<file path="src/rtl/ins_mem_ctrl.sv">
`default_nettype none
// ============================================================================
// Module      : ins_mem_ctrl
// Description : Instruction memory controller. Serves fixed-latency CPU read
//               requests from an internal DEPTH x DWIDTH array and accepts
//               program-load sessions that fill the array from index 0 up.
//               Reads at or beyond the loaded word count return 0 with the
//               out-of-range flag set.
//
// Ports       : clk, rst         - clock, synchronous active-high reset
//               en_ram_in, addr  - one-cycle read request and its address
//               ins, en_ram_out  - returned word and its one-cycle strobe
//               oor              - returned word was out of the loaded range
//               ld_start         - open (or restart) a load session
//               ld_valid/ld_data/ld_last - load word stream
//               ld_ready         - load word accepted this cycle
//               ld_count         - number of words currently loaded
//               busy             - controller is not idle
//               drop             - sticky: a read request was discarded
//
// Revision    : 1.0 - initial release
// ============================================================================
module ins_mem_ctrl #(
    parameter int DWIDTH  = 16,
    parameter int AWIDTH  = 8,
    parameter int LATENCY = 2
) (
    input  logic              clk,
    input  logic              rst,
    input  logic              en_ram_in,
    input  logic [DWIDTH-1:0] addr,
    output logic [DWIDTH-1:0] ins,
    output logic              en_ram_out,
    output logic              oor,
    input  logic              ld_start,
    input  logic              ld_valid,
    input  logic [DWIDTH-1:0] ld_data,
    input  logic              ld_last,
    output logic              ld_ready,
    output logic [AWIDTH:0]   ld_count,
    output logic              busy,
    output logic              drop
);

    localparam int DEPTH = 2**AWIDTH;
    // Width wide enough to hold both a full address and the word count, so
    // the range check compares every address bit.
    localparam int CW    = (DWIDTH > AWIDTH + 1) ? DWIDTH : AWIDTH + 1;

    localparam logic [1:0] c_idle = 2'd0;
    localparam logic [1:0] c_load = 2'd1;
    localparam logic [1:0] c_read = 2'd2;
    localparam logic [1:0] c_resp = 2'd3;

    localparam logic [2:0]      c_wait_init = 3'(LATENCY - 1);
    localparam logic [AWIDTH:0] c_last_idx  = (AWIDTH + 1)'(DEPTH - 1);
    localparam logic [AWIDTH:0] c_one       = (AWIDTH + 1)'(1);

    logic [1:0]        r_state;
    logic [1:0]        w_next;
    logic [DWIDTH-1:0] r_addr;
    logic [2:0]        r_wait;
    logic [AWIDTH:0]   r_ld_count;
    logic [DWIDTH-1:0] r_ins;
    logic              r_oor;
    logic              r_drop;
    logic [DWIDTH-1:0] r_mem [DEPTH];

    logic              w_accept;
    logic              w_load_start;
    logic              w_restart;
    logic              w_write;
    logic              w_load_end;
    logic [DWIDTH-1:0] w_rd_addr;
    logic              w_in_range;

    // A read wins over a simultaneous ld_start in IDLE.
    assign w_accept     = (r_state == c_idle) && en_ram_in;
    assign w_load_start = (r_state == c_idle) && !en_ram_in && ld_start;
    // ld_start inside a session restarts it and suppresses that cycle's write.
    assign w_restart    = (r_state == c_load) && ld_start;
    assign w_write      = (r_state == c_load) && !ld_start && ld_valid;
    assign w_load_end   = w_write && (ld_last || (r_ld_count == c_last_idx));

    // With LATENCY=1 the response is formed straight out of IDLE, so the
    // live address is used; otherwise the captured one.
    assign w_rd_addr  = (r_state == c_idle) ? addr : r_addr;
    assign w_in_range = CW'(w_rd_addr) < CW'(r_ld_count);

    // ------------------------------------------------------------------
    // State register
    // ------------------------------------------------------------------
    always_ff @(posedge clk) begin
        if (rst) begin
            r_state <= c_idle;
        end else begin
            r_state <= w_next;
        end
    end

    // ------------------------------------------------------------------
    // Next-state logic
    // ------------------------------------------------------------------
    always_comb begin
        w_next = r_state;
        case (r_state)
            c_idle: begin
                if (en_ram_in) begin
                    w_next = (LATENCY == 1) ? c_resp : c_read;
                end else if (ld_start) begin
                    w_next = c_load;
                end
            end
            c_load: begin
                if (w_load_end) begin
                    w_next = c_idle;
                end
            end
            c_read: begin
                // Counter holds the remaining READ cycles including this one.
                if (r_wait <= 3'd1) begin
                    w_next = c_resp;
                end
            end
            c_resp:  w_next = c_idle;
            default: w_next = c_idle;
        endcase
    end

    // ------------------------------------------------------------------
    // Output logic
    // ------------------------------------------------------------------
    always_comb begin
        en_ram_out = (r_state == c_resp);
        ld_ready   = (r_state == c_load);
        busy       = (r_state != c_idle);
    end

    assign ins      = r_ins;
    assign oor      = r_oor;
    assign drop     = r_drop;
    assign ld_count = r_ld_count;

    // ------------------------------------------------------------------
    // Datapath registers
    // ------------------------------------------------------------------
    always_ff @(posedge clk) begin
        if (rst) begin
            r_addr     <= '0;
            r_wait     <= '0;
            r_ld_count <= '0;
            r_ins      <= '0;
            r_oor      <= 1'b0;
            r_drop     <= 1'b0;
        end else begin
            if (w_accept) begin
                r_addr <= addr;
                r_wait <= c_wait_init;
            end else if (r_state == c_read) begin
                r_wait <= r_wait - 3'd1;
            end

            if (en_ram_in && (r_state != c_idle)) begin
                r_drop <= 1'b1;
            end

            if (w_load_start || w_restart) begin
                r_ld_count <= '0;
            end else if (w_write) begin
                r_ld_count <= r_ld_count + c_one;
            end

            // Response is registered on entry to RESP and then held until
            // the next response.
            if (w_next == c_resp) begin
                r_ins <= w_in_range ? r_mem[w_rd_addr[AWIDTH-1:0]] : '0;
                r_oor <= !w_in_range;
            end
        end
    end

    // Program storage: write-only from the load path, never cleared.
    always_ff @(posedge clk) begin
        if (w_write && !rst) begin
            r_mem[r_ld_count[AWIDTH-1:0]] <= ld_data;
        end
    end

endmodule
`default_nettype wire

</file>
<file path="config.mk">
export PLATFORM = sky130hd
export DESIGN_NAME = ins_mem_ctrl
export DESIGN_NICKNAME = d
export VERILOG_FILES = /design/src/rtl/ins_mem_ctrl.sv
export SDC_FILE = /design/constraint.sdc
export NUM_CORES = 2
export LEC_CHECK = 0
export BUFFER_PORTS_ARGS = -buffer_cell sky130_fd_sc_hd__buf_2
export CAP_MARGIN = 20
export CORE_UTILIZATION = 48
export CTS_CLUSTER_SIZE = 20
export DETAILED_ROUTE_END_ITERATION = 10
export PLACE_DENSITY_LB_ADDON = 0.12
export SYNTH_ARGS = -nofsm -noshare
export SYNTH_HDL_FRONTEND = slang
export SYNTH_SLANG_ARGS = --single-unit
</file>
<file path="constraint.sdc">
create_clock -name clk -period 4.8 [get_ports clk]
set_clock_uncertainty 0.2 [all_clocks]
set_input_delay 0.96 -clock clk [delete_from_list [all_inputs] [get_ports clk]]
set_output_delay 0.96 -clock clk [all_outputs]
set_load 0.01 [all_outputs]
</file>
---- Word-level counts from Yosys, hierarchy flattened ----
Memory sizes are Yosys's and may differ from the RTL's.
Index checks and enable logic that the tools add are counted.
storage, ports and cells
  register bits after elaboration ......... 48
  memory bits (writable) .................. 4096
  input bits .............................. 38
  output and inout port bits .............. 30
  word-level logic and storage cells ...... 49
  memories kept ........................... 1
cells by class
  add/sub/neg operators ................... 2
  order comparisons ....................... 2
  eq/ne operators ......................... 5
  mux-type cells .......................... 11
  reductions and logical operators ........ 20
memories
  name   depth  width  read ports  clocked after Yosys merged registers in  wr ports  RTL line  RTL
  r_mem  256    16     1           0                                        1         67        logic [DWIDTH-1:0] r_mem [DEPTH];
operator list
  operator                                                                          number
  16-bit 2-to-1 mux                                                                 2
  16-bit by 9-bit < comparator with 1-bit output                                    1
  9-bit by 1-bit adder with 9-bit output, second input constant                     1
  9-bit by 8-bit == test with 1-bit output, second input constant                   1
  1-bit logical AND                                                                 9
  2-bit 2-to-1 mux                                                                  4
  2-bit case mux with 4 select lines                                                1
  2-bit == test, second input constant                                              3
  1-bit logical NOT                                                                 4
  1-bit 2-to-1 mux                                                                  4
  2-bit nonzero test                                                                2
  2-bit OR reduction                                                                2
  3-bit by 1-bit less-or-equal comparator with 1-bit output, second input constant  1
  3-bit by 1-bit subtractor with 3-bit output, second input constant                1
  2-bit by 1-bit == test with 1-bit output, second input constant                   1
  2-bit logical NOT                                                                 1
  1-bit logical OR                                                                  2

---- Longest topological paths before layout ----
  depth after elaboration ................. 7
  mapped depth ............................ 18
  gate-level depth less buffers ........... 13

---- Worst setup path before layout ----
No wires, ideal clock.
  path type ............................... input to register
  start point ............................. input addr[1]
  end point ............................... register r_ins[6], in the netlist ins[6]
  setup time .............................. 58 ps
  data arrival time ....................... 4419 ps
  data required time ...................... 4542 ps
  path slack .............................. 123 ps
  cell stages on the path ................. 16
  path buffers ............................ 5
  cell sequence ........................... mux2i_2 inv_1 buf_2 buf_2 buf_2 buf_2 buf_2 ha_1 o21a_1 o211ai_1 a21oi_1 o311ai_1 nand4b_1 or4_1 o31ai_1 a31o_2
between the ends
  longest elaborated chain between the ends .. 3
  elaborated cells on any way between the ends .. 4
  those cells by class .................... order compare (1); mux (2); memory (1)
RTL lines
  what                                                                                   RTL line  RTL
  from (decl)                                                                            31        input logic [DWIDTH-1:0] addr,
  16-bit 2-to-1 mux *                                                                    87        assign w_rd_addr = (r_state == c_idle) ? addr : r_addr;
  memory 256 x 16 bit or 16-bit by 9-bit < comparator with 1-bit output (tied branches)  -
  16-bit 2-to-1 mux *                                                                    176       r_ins <= w_in_range ? r_mem[w_rd_addr[AWIDTH-1:0]] : '0;
  to (signal assigned)                                                                   176
  to (decl)                                                                              64        logic [DWIDTH-1:0] r_ins;
Mark *: on every way between the ends. The rest lies on a longest branch, timed or not.
A chain may end at the register's enable or synchronous reset.

---- Worst setup path in the final report ----
  start point ............................. register r_state[1]
  end point ............................... register r_ins[6], in the netlist ins[6]
between the ends
  longest elaborated chain between the ends .. 7
  elaborated cells on any way between the ends .. 17
  those cells by class .................... order compare (1); eq/ne (4); mux (7); reduce/logical (4); memory (1)
RTL lines
  what                                                                         RTL line  RTL
  from (decl)                                                                  59        logic [1:0] r_state;
  from (signal assigned)                                                       95        r_state <= c_idle;
  from (signal assigned)                                                       97        r_state <= w_next;
  parallel branches: the longest is 7 deep, another holds memory 256 x 16 bit  -
Several ways; the timed one is not identified.

==> results.yml <==
outcome:
  status: "finished, final reports clean"
routing:
  wire_per_inst_um: 34.1
  drc: 0
  drtAntennaViolNets: 0
  finalWirelength_um: 557000
  drtPass1Iterations: 6
  post_drt_via_cell_ratio: 6.38
  vias: 104453
  drtIter0Drc: 15014
grt:
  grt_pass1_vias: 98689
  antenna_found_initial: 38
  grt-ovfl-total: 0
  grt_use_total: 0.321
  grt_max_degree: 122
  grt_pass1_wl_um: 771000
yosys:
  yosys.area.top_type: "edfxtp_1"
  syn_inst: 10740
  synthFlopType: "edfxtp_1"
  synth_seq_cells: 4144
  synth_area_mm2: 0.163
  synth_edf_count: 4096
  synth_top_area_share: 0.755
  synthDistinctLibCells: 84
  ys_seq_area_frac: 0.761
  synth_nets: 10793
  yosysWarningCount: 0
  syn_avg_cell_area_um2: 15.2
  synth_common_cells: "4,096 x edfxtp_1, 1,889 x nand2_1, 672 x nand3_1, 558 x a211oi_1, 551 x and3_1"
  synth_area_leaders: "edfxtp_1 75%, nand2_1 4.4%, a211oi_1 2.6%"
  async_flop_share: 0
  yosys.cell_count.top_type: "edfxtp_1"
final_layout:
  finish.utilization: 0.562
  areaGrowthSynthToFinish_pct: 16.3
  final_nets: 11535
  instances_no_fill: 16363
  layout-drive-gt1-share: 0.178
sta:
  maxSlewViolCount: 0
  worst_pin_slew_ns: 1.41
  fmax_mhz: 209
  setup_viol: 0
  timing.setup.tns_ns: 0
  fin_crit_sh: 0.996
  rsz0062_at_grt: "no"
  timing.slew.headroom: 0.0610
  hold_viol: 0
  hold_ws_ns: 0.0688
  finalCriticalPeriod_ns: 4.78
power_and_ir_drop:
  power.total_uw: 82700
  p_switching_uw: 21200
  power_frac_clock: 0.394
  p_per_area_mw_per_mm2: 436
  sw_frac_of_total: 0.256
  p_int_uw: 61500
  seqPwrFrac: 0.481
  p_comb_frac: 0.125
  ir_drop_mv: 0.400
  p_leak_uw: 0.0626
setup_path:
  crit_type: "register to register"
  end_kind: "register"
  critPathArrivalTime_ns: 5.47
  worst_ep_required_time_ns: 5.49
  cp-start-kind: "register"
  path_max_fanout: 21
cts:
  clockRootBuffer: "clkbuf_16"
  cts_tree: "done"
  cts_buffers: 428
  clkTransAtPathRegs_ns: 0.06
  cts.sinks: 4144
  htree_levels: 5
  cts_buffer_depth: 4
  post_cts_buffers: 0
  insertion_delay_ns: 0.98
die:
  die_x_um: 585
  core-area_mm2: 0.337
  die_h_um: 585
  ios: 68
  initial_core_util: 0.483
  die_area_mm2: 0.342
  std_cell_rows: 213
placement:
  dp_hpwl_um: 343000
  gp_congestion: 0.934
  dpl.cell_count: 15553
  placement.io_buffers: 67
hold_path:
  hp-class: "input pin to register"
job:
  max-cap-violations: 0
[critical path: stages (launching register included)]
cell,delay [ns]
dfxtp_1,0.38
nor2_4,0.11
inv_2,0.45
mux2i_4,0.71
buf_12,0.30
buf_4,0.38
buf_4,0.31
a311oi_1,0.15
o21ai_0,0.33
nand3_1,0.55
o21a_1,0.46
a31o_2,0.28
[power groups by stage]
stage | logic [uW] | clock network [uW] | registers [uW]
after floorplan | 4760 | 0 | 40600
after global placement | 10000 | 0 | 40600
after detailed placement | 10100 | 0 | 40600
after CTS | 10200 | 32800 | 39800
after global routing | 10700 | 34100 | 39800
final | 10300 | 32600 | 39800
[timing repair]
| item | in CTS | in global routing |
|---|---|---|
| resized for setup | 2 | 1 |
| hold endpoints to repair | 9 | 0 |
| hold buffers | 9 | 0 |
| endpoints found under the setup margin | 1 | 1 |
[stage by stage]
stage	worst slack (ns)	instance area, um2
6_report	0.0190	190000
5_1_grt	0.0145	189000
4_1_cts	0.000900	189000
3_5_place_dp	-0.891	176000
3_3_place_gp	-1.06	176000
2_1_floorplan	0.123	163000
[kinds of logic after synthesis]
logic type / count (synthesis) / share of synthesized area
mux: 442 / 0.0381
flops: 4144 / 0.761
fa+ha+maj: 15 / 0.00115
compound gates: 1580 / 0.0712
xor+xnor: 7 / 0.000376
buf+inv: 812 / 0.0236
simple gates: 3740 / 0.105
[registers in the layout, summed over array words and instances (netlist names)]
| signal | flops |
|---|---|
| drop | 1 |
| ins | 16 |
| ld_count | 9 |
| oor | 1 |
| r_addr | 16 |
| r_mem | 4096 |
| r_state | 2 |
| r_wait | 3 |
[cell type report]
| type | instances | area [um2] |
|---|---|---|
| timing repair buffer | 1105 | 10300 |
| clock buffer | 535 | 11400 |
| clock inverter | 249 | 2190 |
| antenna | 12 | 30.0 |
| tap | 4515 | 5650 |
| fill | 26454 | 148000 |
| multi-input combinational | 5784 | 36000 |
| inverter | 19 | 83.8 |
| sequential | 4144 | 124000 |
[metal layers]
layer | track usage | vias up | wire length (um)
met2 | 0.482 | 6121 | 249000
met3 | 0.0725 | 954 | 62600
met4 | 0.129 | 22 | 24700
met5 | 0 | - | 145
li1 | - | 43502 | -
met1 | 0.455 | 53854 | 221000
[worst paths after layout]
| kind | start | end | slack, ns | cells past startpoint |
|---|---|---|---|---|
| max reg2reg | r_state[1]$_SDFF_PP0_ | ins[6]$_SDFFE_PP0N_ | 0.02 | 11 |
| min reg2reg | r_addr[12]$_SDFFE_PP0P_ | r_addr[12]$_SDFFE_PP0P_ | 0.26 | 2 |
| min | addr[5] | r_addr[5]$_SDFFE_PP0P_ | 0.07 | 3 |
| max | r_state[1]$_SDFF_PP0_ | ins[6]$_SDFFE_PP0N_ | 0.02 | 11 |
[cells in the final DEF (no fill, tap or decap), types with 17 or more instances in the layout]
cell type,instances
o41ai_1,40
a311oi_1,60
a31oi_1,292
bufinv_16,33
clkbuf_16,435
nor3_1,17
clkinv_1,106
mux4_2,139
a21oi_1,62
o21ai_0,127
edfxtp_1,4096
nor2_1,123
a32oi_1,185
nor4_1,89
buf_2,53
a22o_1,26
a211oi_1,558
a31o_2,27
clkinv_2,75
a221oi_1,28
buf_8,28
buf_4,861
o22ai_1,24
mux2i_1,281
clkbuf_1,91
nor2_2,185
buf_12,150
nand4_1,125
dfxtp_1,48
nand3_1,669
and3_1,551
nand2_1,1889
o2111ai_1,23
Power figures use the tool's default switching activity.
